===== config.mk =====
export PLATFORM = sky130hd
export DESIGN_NAME = mc_controller
export DESIGN_NICKNAME = d
export VERILOG_FILES = /design/src/rtl/mc_controller.sv
export SDC_FILE = /design/constraint.sdc
export NUM_CORES = 1
export LEC_CHECK = 0
export ABC_AREA = 1
export CAP_MARGIN = 20
export CORE_MARGIN = 2
export CORE_UTILIZATION = 32
export CTS_CLUSTER_SIZE = 30
export DETAILED_ROUTE_END_ITERATION = 7
export PLACE_DENSITY_LB_ADDON = 0.05
export SYNTH_ARGS = -nofsm -noshare
export SYNTH_HDL_FRONTEND = slang
export SYNTH_SLANG_ARGS = --single-unit

===== constraint.sdc =====
create_clock -name clk -period 0.93 [get_ports clk]
set_input_delay 0.093 -clock clk [delete_from_list [all_inputs] [get_ports clk]]
set_output_delay 0.093 -clock clk [all_outputs]
set_load 0.02 [all_outputs]

===== src/rtl/mc_controller.sv =====
// rtl/mc_controller.sv - multicycle MIPS control FSM; optional MUL stall under MUL_STALL_EN
module mc_controller #(
    parameter int MUL_LATENCY = 4
) (
    input  logic       clk,
    input  logic       rst,
    input  logic [5:0] opcode,
    input  logic [5:0] funct,
    input  logic       zero,
    input  logic       mem_ready,
    output logic       pc_en,
    output logic       irwrite,
    output logic       memwrite,
    output logic       regwrite,
    output logic       iord,
    output logic       regdst,
    output logic       memtoreg,
    output logic       alusrca,
    output logic [1:0] alusrcb,
    output logic [1:0] pcsrc,
    output logic [2:0] ALUControl,
    output logic [3:0] state
);

    typedef enum logic [3:0] {
        FETCH  = 4'd0,
        DECODE = 4'd1,
        MEMADR = 4'd2,
        MEMRD  = 4'd3,
        MEMWB  = 4'd4,
        MEMWR  = 4'd5,
        EXEC   = 4'd6,
        ALUWB  = 4'd7,
        BEQ    = 4'd8,
        ADDIEX = 4'd9,
        ADDIWB = 4'd10,
        JUMP   = 4'd11
    } state_t;

    localparam logic [5:0] OP_LW   = 6'b100011;
    localparam logic [5:0] OP_SW   = 6'b101011;
    localparam logic [5:0] OP_R    = 6'b000000;
    localparam logic [5:0] OP_ADDI = 6'b001000;
    localparam logic [5:0] OP_BEQ  = 6'b000100;
    localparam logic [5:0] OP_J    = 6'b000010;

    localparam logic [5:0] FN_ADD  = 6'b100000;
    localparam logic [5:0] FN_SUB  = 6'b100010;
    localparam logic [5:0] FN_SLT  = 6'b101010;
    localparam logic [5:0] FN_MUL  = 6'b011100;

    // The counter is 4 bits wide, so the latency must fit 1..15.
    if (MUL_LATENCY < 1 || MUL_LATENCY > 15) begin : g_bad_mul_latency
        $error("MUL_LATENCY must be in 1..15");
    end

    state_t cur_state;
    state_t nxt_state;
    logic   pcwrite;
    logic   branch;
    logic   irwrite_raw;
    logic   memwrite_raw;
    logic   regwrite_raw;

`ifdef MUL_STALL_EN
    localparam logic [3:0] MUL_LOAD = 4'(MUL_LATENCY - 1);
    logic [3:0] mul_cnt;

    // Preload the MUL countdown while decoding so EXEC sees it on its first cycle.
    always_ff @(posedge clk) begin
        if (rst)
            mul_cnt <= 4'd0;
        else if (cur_state == DECODE)
            mul_cnt <= MUL_LOAD;
        else if (cur_state == EXEC && mul_cnt != 4'd0)
            mul_cnt <= mul_cnt - 4'd1;
    end
`endif

    // State register; reset lands in FETCH from anywhere.
    always_ff @(posedge clk) begin
        if (rst)
            cur_state <= FETCH;
        else
            cur_state <= nxt_state;
    end

    // Next-state and control decode; every output defaults to its idle value first.
    always_comb begin
        nxt_state    = FETCH;
        pcwrite      = 1'b0;
        branch       = 1'b0;
        irwrite_raw  = 1'b0;
        memwrite_raw = 1'b0;
        regwrite_raw = 1'b0;
        iord         = 1'b0;
        regdst       = 1'b0;
        memtoreg     = 1'b0;
        alusrca      = 1'b0;
        alusrcb      = 2'b00;
        pcsrc        = 2'b00;
        ALUControl   = 3'b010;
        case (cur_state)
            FETCH: begin
                alusrcb     = 2'b01;
                irwrite_raw = mem_ready;
                pcwrite     = mem_ready;
                nxt_state   = mem_ready ? DECODE : FETCH;
            end
            DECODE: begin
                alusrcb = 2'b11;
                case (opcode)
                    OP_LW, OP_SW: nxt_state = MEMADR;
                    OP_R:         nxt_state = EXEC;
                    OP_ADDI:      nxt_state = ADDIEX;
                    OP_BEQ:       nxt_state = BEQ;
                    OP_J:         nxt_state = JUMP;
                    default:      nxt_state = FETCH;
                endcase
            end
            MEMADR: begin
                alusrca   = 1'b1;
                alusrcb   = 2'b10;
                nxt_state = (opcode == OP_SW) ? MEMWR : MEMRD;
            end
            MEMRD: begin
                iord      = 1'b1;
                nxt_state = mem_ready ? MEMWB : MEMRD;
            end
            MEMWB: begin
                regwrite_raw = 1'b1;
                memtoreg     = 1'b1;
            end
            MEMWR: begin
                iord         = 1'b1;
                memwrite_raw = 1'b1;
                nxt_state    = mem_ready ? FETCH : MEMWR;
            end
            EXEC: begin
                alusrca   = 1'b1;
                nxt_state = ALUWB;
                case (funct)
                    FN_ADD:  ALUControl = 3'b010;
                    FN_SUB:  ALUControl = 3'b100;
                    FN_SLT:  ALUControl = 3'b110;
                    FN_MUL:  ALUControl = 3'b101;
                    default: ALUControl = 3'b010;
                endcase
`ifdef MUL_STALL_EN
                if (funct == FN_MUL && mul_cnt != 4'd0)
                    nxt_state = EXEC;
`endif
            end
            ALUWB: begin
                regwrite_raw = 1'b1;
                regdst       = 1'b1;
            end
            ADDIEX: begin
                alusrca   = 1'b1;
                alusrcb   = 2'b10;
                nxt_state = ADDIWB;
            end
            ADDIWB: begin
                regwrite_raw = 1'b1;
            end
            BEQ: begin
                alusrca    = 1'b1;
                ALUControl = 3'b100;
                branch     = 1'b1;
                pcsrc      = 2'b01;
            end
            JUMP: begin
                pcsrc   = 2'b10;
                pcwrite = 1'b1;
            end
            default: nxt_state = FETCH;
        endcase
    end

    assign pc_en    = ~rst & (pcwrite | (branch & zero));
    assign irwrite  = ~rst & irwrite_raw;
    assign memwrite = ~rst & memwrite_raw;
    assign regwrite = ~rst & regwrite_raw;
    assign state    = cur_state;

endmodule


==> impl_metrics.toml, run 1 <==
[status]
status = "finished, violations left"
violations = "negative setup slack"

[critical_path]
crit_required_ns = 0.84
worst_r2r_path_depth = 9
end_kind = "output port"
critPathLaunchType = "flip-flop"
timing.rr.end = "state[1]"
cp_max_fo = 3
worstSetupPathType = "reg2out"
r2r_slack_ns = -0.52
r2r_start = "state[3]"
arrival_ns = 1.47

[power]
p_sw_share_pct = 33.7
p_int_uw = 480
total_power_uw = 723
p_leak_uw = 0.000729
power_density_nw_per_um2 = 513
pwr-share-seq_pct = 24.5
clkPwrFrac_pct = 30.2
combPwrFrac_pct = 45.3
peakVddDrop_uv = 1150
p_sw_uw = 244

[synth]
ys_warn_count = 0
seq_area_frac_synth_pct = 14.5
synth_cells = 112
yosysUniqueCellTypes = 18
ys_ff_latch = 4
syn_area_sq_um = 551
syn_nets = 128
syn_avg_cell_area_sq_um = 4.92

[place]
dp_hpwl_microns = 1790
place_congestion = 0.874
dp_cells = 190
numPortBuffers = 34
dpl_cell_area_sq_um = 1200

[drt]
drtIter0Drc = 25
antenna_left = 0
drc = 0
wl_microns = 3250
first_pass_iters = 4
vias = 1097
viasPerCell = 5.43
wl_per_cell_microns = 16.1

[cts]
clk_pin_slew_ns = 0.05
cts_buffers = 3
cts_tree = "built"
cts-hold-fix-buffers = 0
htreeDepth = 1
cts-root-buf = "clkbuf_4"
ctsLongestPathBuffers = 2
clk_latency_ns = 0.24
cts.sinks = 4

[floorplanning]
dieArea_sq_um = 2070
fp-row-count = 14
coreArea_sq_um = 1560
io_pins = 35
floorplan.initialDensity_pct = 35.3
dieHeight_microns = 45.5
die_x_microns = 45.5

[sta]
worst_pin_slew_ns = 0.310
rsz0062_at_grt = "yes"
hold_viol_final = 0
hold_ws_ns = 0.621
setup-violations-final = 20
worst_slew_margin_rel_pct = 79.2
fin_crit_sh_pct = 168
layout_setup_ws_ns = -0.631
max_freq_mhz = 640
min_period_ns = 1.56
setup_tns_ns = -8.59
drv_slew = 0
fin_worst_skew_ns = 0.0125

[layout]
final_common_cell = "buf_4"
antenna_cells = 0
final_cell_mix = "35 x buf_4, 17 x buf_6, 16 x nand2_1, 16 x nor2_1, 15 x clkdlybuf4s50_1"
final_cell_area_sq_um = 1410
drive_gt1_share_pct = 56.5
largest_register_ffs = 4
syn_to_final_growth_pct = 156
finalNonFillerCells = 202
nNetsFinal = 204

[global_route]
grt_pass1_wl_microns = 3510
grt_max_degree = 7
grt_pass1_vias = 896
gr-total-overflow = 0
grt_util_all_layers_pct = 22.9
antenna_found_initial = 0

[flow_run]
cap_violations = 0

[min_path]
hold_depth = 3
hold_path_class = "in2reg"
hp-start = "rst"
holdPathEnd = "state[0]"
==> synth_stat cells <==
cell,instances,share of area (%)
nand3b_1,2,2.7
nor2_1,27,18
nand3_1,8,7.3
a21oi_1,2,1.8
inv_1,19,13
nand4_1,4,4.5
a31oi_1,1,1.1
o31ai_1,1,1.4
nor3_1,1,0.91
o21a_1,1,1.4
o21ai_0,2,1.8
inv_2,3,2.0
nand2_2,2,2.3
nor2_4,1,2.0
nor2_2,3,3.4
o21ai_1,1,0.91
nand2_1,30,20
dfxtp_1,4,15
==> timing repair <==
item,CTS,global route
resized for setup,115,30
endpoints found under the setup margin,23,20
setup buffers,3,6
pin swaps,8,12
==> cells by family (layout without fill, tap and decap cells) <==
logic type | Yosys count | after routing | synth area share, %
AND/OR/NAND/NOR | 78 | 78 | 62.0
buffers and inverters | 22 | 96 | 15.0
AO/OA/AOI/OAI | 8 | 8 | 8.41
flip-flops | 4 | 4 | 14.5
==> worst max-delay path: stages, from the launching register on <==
cell	delay, ns
dfxtp_4	0.36
buf_6	0.13
nand2_4	0.06
buf_6	0.10
nor2_4	0.03
o31ai_1	0.30
inv_1	0.10
buf_6	0.14
==> worst max-delay path by stage <==
stage	start	depth (start not counted)	to	slack (ns)
after floorplan	state[2]	7	ALUControl[1]	-0.25
after global routing	state[1]	7	regwrite	-0.63
final	state[1]	7	regwrite	-0.63
after CTS	state[1]	6	ALUControl[1]	-0.50
after global placement	funct[2]	8	ALUControl[2]	-0.83
after detailed placement	funct[2]	8	ALUControl[2]	-0.84
==> metal layers <==
layer,GRT usage [%],vias to the layer above,wire length [microns]
li1,-,505,-
met1,25.2,506,1180
met2,44.8,68,1690
met3,5.56,18,234
met4,1.76,0,140
met5,0,-,0
==> area by class of cell <==
type	count	area, sq um
clock buffers	3	22.5
well taps	16	20.0
inverters	22	92.6
multi-input cells	86	549
repair buffers	71	631
fillers	80	149
flip-flops and latches	4	95.1
==> stage by stage <==
step / setup WS, ns / utilization [%]
finish: -0.631 / 90.4
global route: -0.625 / 90.4
floorplan: -0.252 / -
detailed placement: -0.844 / 76.7
global placement: -0.827 / 76.7
CTS: -0.497 / 82.3
==> power by group through the flow <==
| stage | Clock, uW | Sequential, uW | Combinational (uW) |
|---|---|---|---|
| floorplan | 0 | 182 | 89.6 |
| global placement | 0 | 175 | 267 |
| detailed placement | 0 | 175 | 272 |
| CTS | 210 | 175 | 284 |
| global route | 229 | 178 | 345 |
| finish | 218 | 177 | 328 |
Power figures use the tool's default switching activity.
==> run 2, diff against run 1 <==
--- a/config.mk
+++ b/config.mk
@@ -12,6 +12,8 @@
 export CTS_CLUSTER_SIZE = 30
 export DETAILED_ROUTE_END_ITERATION = 7
 export PLACE_DENSITY_LB_ADDON = 0.05
+export SKIP_CTS_REPAIR_TIMING = 1
+export SKIP_LAST_GASP = 1
 export SYNTH_ARGS = -nofsm -noshare
 export SYNTH_HDL_FRONTEND = slang
 export SYNTH_SLANG_ARGS = --single-unit
==> run 2 against run 1 <==
Against the previous run: the flow still finishes with violations (negative setup slack); clock skew shrank 0.0097 ns; register-to-register slack better by 0.10 ns; core utilization decreased by 3.9 points; setup slack gained 0.087 ns; worst hold slack lost 0.013 ns; die area stayed put; critical path type unchanged; critical endpoint unchanged.
==> impl_metrics.toml, run 2 (same netlist as run 1, synthesis figures left out) <==
[min_path]
hold_depth = 3
holdPathEnd = "state[0]"
hp-start = "rst"
hold_path_class = "in2reg"

[power]
total_power_uw = 695
p_sw_uw = 214
power_density_nw_per_um2 = 515
peakVddDrop_uv = 1090
p_int_uw = 481
clkPwrFrac_pct = 29.5
combPwrFrac_pct = 45.2
p_sw_share_pct = 30.8
pwr-share-seq_pct = 25.3
p_leak_uw = 0.000718

[status]
violations = "negative setup slack"
status = "finished, violations left"

[critical_path]
r2r_start = "state[1]"
worst_r2r_path_depth = 11
crit_required_ns = 0.84
critPathLaunchType = "flip-flop"
worstSetupPathType = "reg2out"
timing.rr.end = "state[1]"
cp_max_fo = 3
r2r_slack_ns = -0.42
end_kind = "output port"
arrival_ns = 1.38

[drt]
antenna_left = 0
first_pass_iters = 4
viasPerCell = 5.06
drc = 0
vias = 1002
drtIter0Drc = 21
wl_microns = 2660
wl_per_cell_microns = 13.4

[flow_run]
cap_violations = 0

[sta]
drv_slew = 0
min_period_ns = 1.47
fin_worst_skew_ns = 0.00280
worst_slew_margin_rel_pct = 78.6
layout_setup_ws_ns = -0.545
max_freq_mhz = 678
rsz0062_at_grt = "yes"
fin_crit_sh_pct = 159
hold_ws_ns = 0.608
worst_pin_slew_ns = 0.320
hold_viol_final = 0
setup-violations-final = 21

[floorplanning]
dieHeight_microns = 45.5
floorplan.initialDensity_pct = 35.3
fp-row-count = 14
dieArea_sq_um = 2070
coreArea_sq_um = 1560
die_x_microns = 45.5
io_pins = 35

[cts]
cts_tree = "built"
htreeDepth = 1
clk_latency_ns = 0.23
cts.sinks = 4
cts_buffers = 3
clk_pin_slew_ns = 0.04
cts-root-buf = "clkbuf_4"
ctsLongestPathBuffers = 2

[global_route]
grt_util_all_layers_pct = 21.3
gr-total-overflow = 0
grt_pass1_wl_microns = 3290
grt_max_degree = 7
antenna_found_initial = 0
grt_pass1_vias = 853

[place]
place_congestion = 0.874
dpl_cell_area_sq_um = 1200
numPortBuffers = 34
dp_hpwl_microns = 1790

[layout]
final_cell_mix = "29 x buf_4, 21 x nand2_1, 17 x nor2_1, 17 x buf_6, 16 x clkdlybuf4s50_1"
syn_to_final_growth_pct = 145
drive_gt1_share_pct = 51.6
fillers = 104
final_cell_area_sq_um = 1350
multi_input_area_sq_um = 526
final_common_cell = "buf_4"
largest_register_ffs = 4
nNetsFinal = 200
layout.area.seq_sq_um = 95.1
antenna_cells = 0
## run 2: worst max-delay path, stage by stage, from the launching register on
cell and delay [ns]:
dfxtp_4 0.37, buf_6 0.13, inv_4 0.03, nand2_2 0.09, nor2_1 0.05, o31ai_1 0.25, inv_1 0.09, buf_6 0.14
## run 2: through the flow
| step | TNS (ns) | utilization (%) | setup WS, ns | cells |
|---|---|---|---|---|
| after CTS | -16.34 | 78.2 | -1.02 | 193 |
| after floorplan | -1.57 | - | -0.252 | 112 |
| after global routing | -9.56 | 86.6 | -0.592 | 198 |
| after detailed placement | -12.28 | 76.7 | -0.844 | 190 |
| final | -8.28 | 86.6 | -0.545 | 198 |
| after global placement | -12.04 | 76.7 | -0.827 | 190 |
## run 2: power groups by stage
| stage | clock [uW] | sequential, uW | combinational, uW |
|---|---|---|---|
| finish | 205 | 176 | 314 |
| floorplan | 0 | 182 | 89.6 |
| detailed placement | 0 | 175 | 272 |
| global placement | 0 | 175 | 267 |
| CTS | 210 | 173 | 273 |
| global route | 221 | 176 | 336 |
## run 2: how the worst max path moves through the flow
stage	startpoint	endpoint	slack [ns]
finish	state[0]	regwrite	-0.54
global route	state[0]	regwrite	-0.59
CTS	state[1]	pc_en	-1.02
detailed placement	funct[2]	ALUControl[2]	-0.84
global placement	funct[2]	ALUControl[2]	-0.83
floorplan	state[2]	ALUControl[1]	-0.25
## run 2: layer usage
metal	global-route usage, %	vias to the layer above	wire (microns)
met5	0	-	0
met4	3.53	0	0
met3	6.35	0	139
met2	39.2	35	1440
met1	24.0	477	1080
li1	-	490	-
## run 2: layout make-up
type	instances	area share [%]
clock buffer	3	1.67
timing repair buffer	67	44.0
sequential	4	7.04
multi-input combinational	86	38.9
inverter	22	6.86
tap	16	1.48
==> RTL change, RTL diff (flow settings as in run 1) <==
Add a define of `MUL_STALL_EN`.
--- a/src/rtl/mc_controller.sv
+++ b/src/rtl/mc_controller.sv
@@ -1,4 +1,6 @@
 // rtl/mc_controller.sv - multicycle MIPS control FSM; optional MUL stall under MUL_STALL_EN
+`define MUL_STALL_EN
+
 module mc_controller #(
     parameter int MUL_LATENCY = 4
 ) (
Behaviour: not the same (Yosys sat finds a counterexample within 4 cycles, from zero or initial values and one cycle with rst high).
==> RTL change against run 1 <==
The run still ends with negative setup slack left; area after synthesis up 45%; clock skew is 0.0064 ns lower; setup slack improved by 0.12 ns; final cell count rose by 21%; sequential cell count rose by 4; critical endpoint is now ALUControl[1]; cell area up 22%; power is 45% higher; critical path type is now input pin to output pin; global-route usage decreased by 2.1 points; routed wire length is 11% lower; first-iteration DRC count decreased by 40%.
==> RTL change: results (changes against run 1) <==
critical_path:
  cp.arrival_ns: 1.35  # was 1.47 ns
  slowest_stage: "clkdlybuf4s50_1"  # was dfxtp_4
  slowest_delay_ns: 0.50  # was 0.36 ns
  r2r_setup_slack_ns: -0.35  # was -0.52 ns
  critPathMaxFanout: 2  # was 3
  r2r_cells: 7  # was 9
  r2r_end: "state[2]$_SDFF_PP0_"  # was state[1]$_SDFF_PP0_
detailed_routing:
  wire_per_inst_um: 11.8  # was 16.1 µm
  vias_per_cell: 4.69  # was 5.43
  wl_met1_um: 1180  # about the same
  drt_iter0_drc: 15  # was 25
  route.met3.wl_um: 107  # was 234 µm
  dr_wl_met2_um: 1510  # was 1690 µm
power:
  p_leak_nw: 0.843  # was 0.729 nW
  power_frac_seq_pct: 34.9  # was 24.5%
  p_seq_mw: 0.366  # was 0.177 mW
  pwr-share-comb_pct: 38.2  # was 45.3%
  ir_drop_uv: 930  # was 1150 µV
synthesis:
  yosys-top-cells-area: "dfxtp_1, nand2_1, inv_1"  # was nand2_1, nor2_1, dfxtp_1
  synth_seq_area_share_pct: 20.1  # was 14.5%
  syn_nets: 163  # was 128
  synth_compound_area_share_pct: 7.69  # was 8.41%
  synthAdderAreaFrac_pct: 1.57  # was 0%
  syn_inst: 146  # was 112
  ys_seq_elements: 8  # was 4
  synth_xor_area_share_pct: 1.10  # was 0%
layout:
  fill_cells: 211  # was 80
  clkbuf_count: 4  # was 3
  inv_count: 27  # was 22
  multi_input_area_share_pct: 44.3  # was 39.0%
  nonClkBufAreaFrac_pct: 35.4  # was 44.7%
  layout.comb_gates.multi_input: 110  # was 86
  multi_input_area_um2: 759  # was 549 µm²
  final_nets: 233  # was 204
  clk_share_pct: 1.53  # was 1.60%
placement:
  dp_slack_ns: -0.963  # was -0.844 ns
  place_congestion: 0.907  # was 0.874
  hpwl_um: 2180  # was 1790 µm
  dp_cells: 236  # was 190
global_routing:
  grtUsageMet3_pct: 2.22  # was 5.56%
  grt_pass1_vias: 1107  # was 896
  grt_pass1_wl_um: 4420  # was 3510 µm
  grt_use_met2_pct: 38.6  # was 44.8%
  grt_util_all_layers_pct: 20.8  # was 22.9%
run_status:
  violations: "negative setup slack"  # unchanged
  status: "complete, but fails checks"  # unchanged
worst_hold_path:
  worstHoldPathCells: 2  # was 3
  hp-class: "flop to flop"  # was input pin to flop
  min_delay_worst_endpoint: "mul_cnt[2]$_SDFFE_PP0P_"  # was state[0]$_SDFF_PP0_
sta:
  setup_ws_ns: -0.509  # was -0.631 ns
  hold_ws_ns: 0.466  # was 0.621 ns
  fin_tns_setup_ns: -8.53  # was -8.59 ns
  skew_ns: 0.00609  # was 0.0125 ns
  setup_viol: 25  # was 20
die:
  rows: 18  # was 14
RTL change: changes by cell type after synthesis, sizes merged, moves of 3 or more:
cell / before / now
nor2: 31 / 34
a21oi: 2 / 6
inv: 22 / 27
nand3: 8 / 14
dfxtp: 4 / 8
nand2: 32 / 43
RTL change: logic make-up (layout without fill, tap and decap cells):
group,count (synthesis),in the layout
buffers and inverters,28,97
AOI/OAI and AO/OA,11,11
adders and majority gates,1,1
and+or+nand+nor,97,97
DFF,8,8
xor gates and xnor gates,1,1
RTL change: worst min-delay path, stage by stage, from the launching register on:
cell	delay, ns
dfxtp_1	0.31
nand2_1	0.06
a21oi_1	0.05
RTL change: worst max-delay path by stage:
stage	depth (start not counted)	from	endpoint
4_1_cts	6	state[1]$_SDFF_PP0_	pc_en
2_1_floorplan	7	state[3]$_SDFF_PP0_	ALUControl[1]
5_1_grt	9	funct[2]	ALUControl[1]
3_3_place_gp	10	funct[1]	ALUControl[1]
6_report	9	funct[2]	ALUControl[1]
3_5_place_dp	10	funct[1]	ALUControl[1]
